### src/rtl/pci_tl_pkg.sv
`default_nettype none
// ============================================================================
// Module      : pci_tl_pkg
// Description : Shared transaction-layer types and defaults (arbiter state,
//               word width, destination-select bit).
// Revision    : 1.0 - initial release
// ============================================================================
package pci_tl_pkg;

    // Word width shared by the class demux, VC FIFOs and destination FIFOs
    localparam int c_data_width = 6;
    // Bit of each word that selects D0 (0) or D1 (1)
    localparam int c_dest_bit   = 5;

    typedef enum logic [1:0] {
        IDLE   = 2'd0,
        ACTIVE = 2'd1,
        STALL  = 2'd2
    } arb_state_t;

endpackage : pci_tl_pkg
`default_nettype wire

### src/rtl/vc_arbiter_if.sv
`default_nettype none
// ============================================================================
// Module      : vc_arbiter_if
// Description : VC FIFO read side and destination FIFO write side of the
//               VC arbiter. master = arbiter, slave = FIFO environment.
// Revision    : 1.0 - initial release
// ============================================================================
interface vc_arbiter_if
    import pci_tl_pkg::*;
#(
    parameter int DATA_WIDTH = c_data_width
);
    logic                  empty_vc0;
    logic                  empty_vc1;
    logic [DATA_WIDTH-1:0] data_vc0;
    logic [DATA_WIDTH-1:0] data_vc1;
    logic                  pause_d0;
    logic                  pause_d1;
    logic                  pop_vc0;
    logic                  pop_vc1;
    logic                  push_d0;
    logic                  push_d1;
    logic [DATA_WIDTH-1:0] data_out;
    logic                  idle_out;

    modport master (
        input  empty_vc0, empty_vc1, data_vc0, data_vc1, pause_d0, pause_d1,
        output pop_vc0, pop_vc1, push_d0, push_d1, data_out, idle_out
    );

    modport slave (
        output empty_vc0, empty_vc1, data_vc0, data_vc1, pause_d0, pause_d1,
        input  pop_vc0, pop_vc1, push_d0, push_d1, data_out, idle_out
    );

endinterface : vc_arbiter_if
`default_nettype wire

### src/rtl/vc_burst_limiter.sv
`default_nettype none
// ============================================================================
// Module      : vc_burst_limiter
// Description : VC0-priority grant logic with a bounded VC0 burst so that a
//               non-empty VC1 is served after MAX_VC0_BURST VC0 grants.
// Revision    : 1.0 - initial release
// ============================================================================
module vc_burst_limiter #(
    parameter int MAX_VC0_BURST = 4
) (
    input  wire logic clk,
    input  wire logic reset,
    input  wire logic i_empty_vc0,
    input  wire logic i_empty_vc1,
    input  wire logic i_pause_any,
    output logic      o_grant_vc0,
    output logic      o_grant_vc1
);

    localparam int             CNT_W = $clog2(MAX_VC0_BURST + 1);
    localparam logic [CNT_W-1:0] c_MAX = CNT_W'(MAX_VC0_BURST);

    logic [CNT_W-1:0] r_burst_cnt;
    logic             w_grant_vc0;
    logic             w_grant_vc1;

    // Grant: VC1 when VC0 is empty or its burst is used up, else VC0.
    // Reset gating keeps both pops low while reset is held.
    always_comb begin
        w_grant_vc1 = 1'b0;
        w_grant_vc0 = 1'b0;
        if (!reset && !i_pause_any) begin
            w_grant_vc1 = !i_empty_vc1 && (i_empty_vc0 || (r_burst_cnt == c_MAX));
            w_grant_vc0 = !w_grant_vc1 && !i_empty_vc0;
        end
    end

    // Burst counter: counts VC0 grants only while VC1 is waiting.
    // Clearing on an empty VC1 wins over the pause hold.
    always_ff @(posedge clk or posedge reset) begin
        if (reset) begin
            r_burst_cnt <= '0;
        end else if (i_empty_vc1 || w_grant_vc1) begin
            r_burst_cnt <= '0;
        end else if (w_grant_vc0) begin
            r_burst_cnt <= r_burst_cnt + 1'b1;
        end
    end

    assign o_grant_vc0 = w_grant_vc0;
    assign o_grant_vc1 = w_grant_vc1;

endmodule : vc_burst_limiter
`default_nettype wire

### src/rtl/vc_arbiter.sv
`default_nettype none
// ============================================================================
// Module      : vc_arbiter
// Description : Drains VC0/VC1 FIFOs into D0/D1 destination FIFOs, one word
//               per cycle, routed by the destination bit; pauses all pops
//               while either destination is almost full.
// Revision    : 1.0 - initial release
// ============================================================================
module vc_arbiter
    import pci_tl_pkg::*;
#(
    parameter int DATA_WIDTH    = c_data_width,
    parameter int DEST_BIT      = c_dest_bit,
    parameter int MAX_VC0_BURST = 4
) (
    input  wire logic    clk,
    input  wire logic    reset,
    vc_arbiter_if.master bus
);

    logic                  w_pause_any;
    logic                  w_any_pending;
    logic                  w_grant_vc0;
    logic                  w_grant_vc1;
    logic [DATA_WIDTH-1:0] w_data;

    logic                  r_valid_q;
    logic                  r_sel_q;
    arb_state_t            r_state;
    logic                  r_idle;

    // Destination is unknown before the pop, so either pause blocks both VCs
    assign w_pause_any   = bus.pause_d0 | bus.pause_d1;
    assign w_any_pending = !bus.empty_vc0 || !bus.empty_vc1;

    vc_burst_limiter #(
        .MAX_VC0_BURST (MAX_VC0_BURST)
    ) u_lim (
        .clk         (clk),
        .reset       (reset),
        .i_empty_vc0 (bus.empty_vc0),
        .i_empty_vc1 (bus.empty_vc1),
        .i_pause_any (w_pause_any),
        .o_grant_vc0 (w_grant_vc0),
        .o_grant_vc1 (w_grant_vc1)
    );

    assign bus.pop_vc0 = w_grant_vc0;
    assign bus.pop_vc1 = w_grant_vc1;

    // Track which VC was popped; its read data arrives next cycle
    always_ff @(posedge clk or posedge reset) begin
        if (reset) begin
            r_valid_q <= 1'b0;
            r_sel_q   <= 1'b0;
        end else begin
            r_valid_q <= w_grant_vc0 | w_grant_vc1;
            r_sel_q   <= w_grant_vc1;
        end
    end

    // Select the returning read data; zero when nothing is in flight
    always_comb begin
        w_data = '0;
        if (r_valid_q) begin
            w_data = r_sel_q ? bus.data_vc1 : bus.data_vc0;
        end
    end

    assign bus.data_out = w_data;
    assign bus.push_d0  = r_valid_q & ~w_data[DEST_BIT];
    assign bus.push_d1  = r_valid_q &  w_data[DEST_BIT];
    assign bus.idle_out = r_idle;

    // Activity FSM; idle flag is registered alongside the state
    always_ff @(posedge clk or posedge reset) begin
        if (reset) begin
            r_state <= IDLE;
            r_idle  <= 1'b1;
        end else begin
            case (r_state)
                IDLE: begin
                    if (w_any_pending) begin
                        r_state <= w_pause_any ? STALL : ACTIVE;
                        r_idle  <= 1'b0;
                    end
                end
                ACTIVE: begin
                    if (!w_any_pending) begin
                        r_state <= IDLE;
                        r_idle  <= 1'b1;
                    end else if (w_pause_any) begin
                        r_state <= STALL;
                    end
                end
                STALL: begin
                    if (!w_any_pending) begin
                        r_state <= IDLE;
                        r_idle  <= 1'b1;
                    end else if (!w_pause_any) begin
                        r_state <= ACTIVE;
                    end
                end
                default: begin
                    r_state <= IDLE;
                    r_idle  <= 1'b1;
                end
            endcase
        end
    end

endmodule : vc_arbiter
`default_nettype wire

### src/flat_wrapper.sv
// flat-port wrapper written by rule: the top's interface ports become plain ports
module vc_arbiter_flat import pci_tl_pkg::*;
#(
    parameter int DATA_WIDTH    = c_data_width,
    parameter int DEST_BIT      = c_dest_bit,
    parameter int MAX_VC0_BURST = 4
)
  (clk, reset, bus_empty_vc0, bus_empty_vc1, bus_data_vc0, bus_data_vc1, bus_pause_d0, bus_pause_d1, bus_pop_vc0, bus_pop_vc1, bus_push_d0, bus_push_d1, bus_data_out, bus_idle_out);
  vc_arbiter_if #(.DATA_WIDTH(DATA_WIDTH)) bus_i ();
  input  wire logic clk;
  input  wire logic reset;
  input wire logic [$bits(bus_i.empty_vc0)-1:0] bus_empty_vc0;
  input wire logic [$bits(bus_i.empty_vc1)-1:0] bus_empty_vc1;
  input wire logic [$bits(bus_i.data_vc0)-1:0] bus_data_vc0;
  input wire logic [$bits(bus_i.data_vc1)-1:0] bus_data_vc1;
  input wire logic [$bits(bus_i.pause_d0)-1:0] bus_pause_d0;
  input wire logic [$bits(bus_i.pause_d1)-1:0] bus_pause_d1;
  output wire logic [$bits(bus_i.pop_vc0)-1:0] bus_pop_vc0;
  output wire logic [$bits(bus_i.pop_vc1)-1:0] bus_pop_vc1;
  output wire logic [$bits(bus_i.push_d0)-1:0] bus_push_d0;
  output wire logic [$bits(bus_i.push_d1)-1:0] bus_push_d1;
  output wire logic [$bits(bus_i.data_out)-1:0] bus_data_out;
  output wire logic [$bits(bus_i.idle_out)-1:0] bus_idle_out;
  assign bus_i.empty_vc0 = bus_empty_vc0;
  assign bus_i.empty_vc1 = bus_empty_vc1;
  assign bus_i.data_vc0 = bus_data_vc0;
  assign bus_i.data_vc1 = bus_data_vc1;
  assign bus_i.pause_d0 = bus_pause_d0;
  assign bus_i.pause_d1 = bus_pause_d1;
  assign bus_pop_vc0 = bus_i.pop_vc0;
  assign bus_pop_vc1 = bus_i.pop_vc1;
  assign bus_push_d0 = bus_i.push_d0;
  assign bus_push_d1 = bus_i.push_d1;
  assign bus_data_out = bus_i.data_out;
  assign bus_idle_out = bus_i.idle_out;
  vc_arbiter #(.DATA_WIDTH(DATA_WIDTH), .DEST_BIT(DEST_BIT), .MAX_VC0_BURST(MAX_VC0_BURST)) u_core (.clk(clk), .reset(reset), .bus(bus_i));
endmodule
### config.mk
export PLATFORM = sky130hd
export DESIGN_NAME = vc_arbiter_flat
export DESIGN_NICKNAME = d
export VERILOG_FILES = /design/src/rtl/pci_tl_pkg.sv /design/src/rtl/vc_arbiter_if.sv /design/src/rtl/vc_burst_limiter.sv /design/src/rtl/vc_arbiter.sv /design/src/flat_wrapper.sv
export SDC_FILE = /design/constraint.sdc
export NUM_CORES = 1
export LEC_CHECK = 0
export CORE_UTILIZATION = 36
export CTS_CLUSTER_SIZE = 25
export DETAILED_ROUTE_END_ITERATION = 8
export PLACE_DENSITY = 0.85
export SYNTH_ARGS = -nofsm -noshare
export SYNTH_HDL_FRONTEND = slang
export SYNTH_SLANG_ARGS = --single-unit
### constraint.sdc
create_clock -name clk -period 1.37 [get_ports clk]
set_input_delay 0.137 -clock clk [delete_from_list [all_inputs] [get_ports clk]]
set_output_delay 0.137 -clock clk [all_outputs]
set_load 0.05 [all_outputs]
**After elaboration in Yosys (flattened, before gate mapping)**

Cells that the tools add are included.

- Add/subtract/negate cells: 1
- Equality and inequality tests: 7
- Mux-type cells: 16
- Bitwise gates (word level): 5
- Reduce and logical (&&, ||, !) cells: 16

Operator list:

| cell | count |
|---|---|
| 2-to-1 mux 2 bit | 6 |
| 2-to-1 mux 6 bit | 2 |
| 2-to-1 mux 3 bit | 2 |
| one-hot mux 2 bit (3 select lines) | 1 |
| logical NOT 1 bit | 5 |
| 2-to-1 mux 1 bit | 4 |
| adder 3 x 1 -> 3 bit (second input constant) | 1 |
| == test 3 bit (second input constant) | 1 |
| logical AND 1 bit | 3 |
| logical OR 1 bit | 3 |
| != test 3 x 2 -> 1 bit (second input constant) | 1 |
| != test 3 bit (second input constant) | 1 |
| AND reduction 3 bit | 1 |
| AND 1 bit | 2 |
| == test 2 x 1 -> 1 bit (second input constant) | 1 |
| == test 2 bit (second input constant) | 1 |
| logical NOT 2 bit | 1 |
| != test 2 x 1 -> 1 bit (second input constant) | 1 |
| != test 2 bit (second input constant) | 1 |
| OR 1 bit | 2 |
| one-hot mux 1 bit (2 select lines) | 1 |
| AND reduction 2 bit | 1 |
| nonzero test 2 bit | 1 |
| OR reduction 2 bit | 1 |
| NOT 1 bit | 1 |

- Register bits after elaboration: 8
- Input bits: 18

**Longest topological paths before layout**

- Depth after elaboration: 8
- Gate-level depth with buffers: 5
- Mapped depth without buffers: 5

**Cells and area by module**

A second synthesis with hierarchy kept.

- Cell total of the unflattened synthesis: 69
- Area, all modules: 609.3 um2

Modules (own cells, without submodules):

| module | times used | cells each | area an instance (um2) | sequential area each (um2) |
|---|---|---|---|---|
| vc_arbiter | 1 | 44 | 411.6 | 126.4 |
| vc_burst_limiter | 1 | 25 | 197.7 | 75.1 |

**Worst setup path after synthesis**

OpenSTA, ideal clock, no wires.

- Path type: reg-to-output
- Start point: reg u_core.u_lim.r_burst_cnt[0]
- End point: out bus_pop_vc0
- Arrival time: 1.947 ns
- Data required time: 1.233 ns
- Slack: -0.714 ns
- Stages on the path, launching flop included: 6
- Path buffers: 0
- Cell sequence: dfrtp_1 -> inv_1 -> ha_1 -> a21oi_1 -> nor2_1 -> nor3_1

- Word-level cells in the longest chain between the ends: 6

RTL lines:

| item | RTL line | RTL |
|---|---|---|
| start, declared | vc_burst_limiter.sv:23 | `logic [CNT_W-1:0] r_burst_cnt;` |
| start signal, assigned | vc_burst_limiter.sv:46 | `r_burst_cnt <= r_burst_cnt + 1'b1;` |
| == test 3 bit | vc_burst_limiter.sv:33 | `w_grant_vc1 = !i_empty_vc1 && (i_empty_vc0 \|\| (r_burst_cnt == c_MAX));` |
| logical OR 1 bit | vc_burst_limiter.sv:33 |  |
| logical AND 1 bit | vc_burst_limiter.sv:33 |  |
| logical NOT 1 bit | vc_burst_limiter.sv:34 | `w_grant_vc0 = !w_grant_vc1 && !i_empty_vc0;` |
| logical AND 1 bit | vc_burst_limiter.sv:34 |  |
| 2-to-1 mux 1 bit | vc_burst_limiter.sv:32 | `if (!reset && !i_pause_any) begin` |
| end, declared | flat_wrapper.sv:18 | `output wire logic [$bits(bus_i.pop_vc0)-1:0] bus_pop_vc0;` |

No other way between the ends.

**Worst setup path after layout**

- Start point: reg u_core.u_lim.r_burst_cnt[1]
- End point: out bus_pop_vc0

The elaborated chain is that of the path after synthesis.

==> metrics list <==
- TritonCTS built the clock tree.
- Number of placed instances with taps included: roughly 130
* Maximum Capacitance Violations: 0
- Placer congestion estimate: 0.761
- The initialized floorplan defines 14 standard-cell rows.
* Peak per-stage delay on the critical path: about 0.37 ns
* Final setup viols: 12
- Die width: 43.6 um
- Post-Synthesis Mean Instance Area: around 8.6 um2
- After global routing the overflow that remains totals 0.
- In this run the static leakage power is about 0.58 nW.
- Final-layout setup total negative slack: -0.996 ns
- Entering global routing, the biggest net connects 9 pins.
- The pre-antenna-repair detailed-routing pass consisted of 6 iterations.
* Critical Path Start Type: flop
- Once detailed placement completed, the half-perimeter wirelength came to 1500 um.
* Number of fill cells: 70
- The number of hold violations in the final report is 7.
* Most common cell after layout, fill and taps aside: buf_4
- Slack of the worst reg-to-reg path: -0.08 ns
- Netlist area before placement: roughly 620 um2
- Data required time of the critical path: about 1.2 ns
- Most used routing layer: met2
- Worst relative slew slack: ~72%
- After detailed routing, the average wire length per cell comes to about 18 um.
* Count of inserted antenna diode cells: 0
- In the final layout, the multi-input gates occupy between 500 and 600 um2.
- Port buffer count: 28
- Derived from the worst setup path, the maximum achievable clock frequency is between 0.6 and 0.7 GHz.
* Per-cell via count in the routed design: slightly below 6
- For this design, the slowest cell found on the critical path is dfrtp_1.
* Antenna violations before repair: 0
- Final slew viol count: 0
- Critical path buffers and inverters: 2
* CTS Buffer Depth: 2
* Number of global-route vias before repair: ~780
- Net Count, Synth: 96
* Number of DRC markers after the initial detailed-route iteration: 28
* Startpoint-to-endpoint class of the critical path: flop to output pin
- Starting Density: 39.9%
* CORE AREA: approximately 0.0016 mm2
- Clock period minus final worst setup slack: 1.58 ns
- Summing the sequential cell areas from Yosys gives about 32% of the chip area.
* Worst clock skew on the final layout: 0.00497 ns
- Leaving out fill and tap cells, the most frequent cells in the layout are 17 x buf_4, 14 x clkdlybuf4s50_1, 11 x buf_12.
- Across all setup checks in the final design, the least slack found is -0.214 ns.
* Distinct cell type count of the synthesized netlist: 25
- Worst slack, placed: -0.335 ns
- STA puts the critical path data arrival time at roughly 1.5 ns.
* Critical-path maximum fanout: 2
- I/O pin cnt: 29
- The clock reaches the later pin of the worst-skew pair after around 0.28 ns.
- In this run the worst hold path is classified as input pin to async pin.
- For the worst flop-to-flop path, the logic depth is 4.
- Violations in the final reports: DRC, hold timing, setup timing
- Residual DRC: 10
- After clock tree synthesis, the clock-pin slew on the worst setup and hold paths is roughly 0.070 ns.
- On the critical path the largest part of the delay comes from flip-flops.
- Synthesis inferred 8 register bits.
* Final critical-path share of the clock period: 116%
* Reg2Reg Launch Point: u_core.r_state[0]
- Number of buffers created by CTS: 3
- Area share of the largest cell type after synthesis: 28.2%
* GR met3 Demand/Resource: approximately 4.6%
* Chip height: 43.6 um
- Cells with a size suffix above 1 make up a little over half of the layout.
* Synth top area cells: dfrtp_1 28%, ha_1 12%, mux2i_1 9.7%
* Footprint of the flip-flops and latches: about 200 um2
- Across the VDD grid, the largest voltage drop is 1150 uV.
- Type of element capturing the critical path: output pin
- In this run the number of H-tree levels came out at 1.
- The die covers 0.00190 mm2.
- Setup repair after global routing missed its margin: true
- Across every metal layer, demand over resource in global routing totals around a quarter.
- Total wire length after detailed routing: about 2400 um
- First-pass GRT wire length: between 3000 and 4000 um
* Synthesis Warnings: 0
- Synthesis handed over a netlist of 72 instances.
- The run finished, with violations left.
- Area delta synth->final: 121%
- Total via count in the routed design: just under 800
* Library cell with the largest summed area after synthesis: dfrtp_1
* Series of cell instances along the critical path: inv_2, ha_4, a21oi_4, nor2_2, nor3_4, buf_12
- The cell sitting at the root of the clock tree is a clkbuf_4.
- Final hold analysis gives a worst-case slack of -0.0114 ns.
- Routing usage on met2: between 40 and 50%
* Post-Layout Cell Count: 137
* Final antenna-violating net count: 0
- In this run the power density over the cells is a little under 1000 mW/mm2.
- Reg2Reg Capture Point: u_core.r_state[1]
- Actual slew at the worst max-slew pin: between 0.4 and 0.5 ns
- TritonCTS sink count: 8
- For this run, the post-layout net count is between 100 and 150.
- GR Layer Usage met1: between 20 and 30%
-- per-layer routing --
layer | up-vias | wire, um
met4 | 0 | 68
met3 | 8 | 224
li1 | 353 | -
met2 | 53 | 1310
met1 | 376 | 826
met5 | - | 0
-- kinds of logic (layout without fill, tap and decap cells) --
logic type / count (synthesis) / count (layout) / synth area share, %
and+or+nand+nor: 28 / 28 / 24.1
AOI/OAI and AO/OA: 15 / 15 / 15.5
buffers and inverters: 9 / 58 / 6.24
DFF: 8 / 8 / 32.4
adders and majority gates: 6 / 6 / 12.1
muxes: 6 / 6 / 9.66
-- metrics by stage --
stage	hold slack [ns]	cell area [um2]	util, %	total power [mW]
after detailed placement	0.561	1170	74.9	0.913
after floorplan	-0.0481	669	-	0.630
after CTS	0.288	1330	85.2	1.23
final	-0.0114	1370	88.0	1.33
after global routing	0.0313	1370	88.0	1.39
after global placement	0.546	1170	74.9	0.887
-- synthesized netlist by cell type --
| master | n |
|---|---|
| or4b_1 | 1 |
| o21a_1 | 1 |
| o311a_1 | 1 |
| o211a_1 | 1 |
| nand3_1 | 3 |
| ha_1 | 6 |
| nor2b_1 | 6 |
| inv_1 | 5 |
| or3_1 | 1 |
| nor3_1 | 4 |
| dfrtp_1 | 7 |
| clkbuf_1 | 2 |
| dfstp_2 | 1 |
| or4_1 | 1 |
| o31ai_1 | 2 |
| clkbuf_2 | 1 |
| nand3b_1 | 1 |
| o21ai_0 | 3 |
| nand2_1 | 3 |
| a21oi_1 | 6 |
| buf_4 | 1 |
| o221ai_1 | 1 |
| nor2_1 | 6 |
| and2_1 | 2 |
| mux2i_1 | 6 |
-- registers in the layout (all words and copies together) (netlist names) --
name                      flops
u_core.u_lim.r_burst_cnt      3
u_core.r_state                2
u_core.bus.idle_out           1
u_core.r_sel_q                1
u_core.r_valid_q              1
-- how the worst max path moves through the flow --
stage / depth (start not counted) / start / slack, ns / end
floorplan: 4 / u_core.u_lim.r_burst_cnt[0] / -0.18 / u_core.r_sel_q
global placement: 5 / reset / -0.29 / bus_pop_vc1
detailed placement: 4 / reset / -0.33 / u_core.u_lim.r_burst_cnt[2]
CTS: 6 / u_core.u_lim.r_burst_cnt[1] / -0.24 / bus_pop_vc0
global route: 6 / u_core.u_lim.r_burst_cnt[1] / -0.25 / bus_pop_vc0
finish: 6 / u_core.u_lim.r_burst_cnt[1] / -0.21 / bus_pop_vc0
-- tightest hold or removal path, delay by kind of cell --
kind,cells,cell delay (ns)
buf+inv,3,0.54
-- cell type report --
class / instances / area share [%]
clock buffers: 4 / 1.92
inverters: 5 / 1.73
multi-input cells: 55 / 39.0
flip-flops and latches: 8 / 14.9
well taps: 16 / 1.46
repair buffers: 49 / 41.1
-- repair_timing --
action                     in CTS  in global routing
cloned                          0                  0
setup endpoints to repair      11                 13
hold buffers                    0                  0
pin swaps                       9                  5
resized for setup              29                  7
buffers inserted                4                  2
-- report_power, final --
group          internal, mW  total, mW  switching [mW]
clock                 0.113      0.222           0.109
sequential            0.291      0.358          0.0677
combinational         0.410      0.753           0.344
total                 0.813       1.33           0.520
Note: power is estimated with default switching activity, not from simulation.
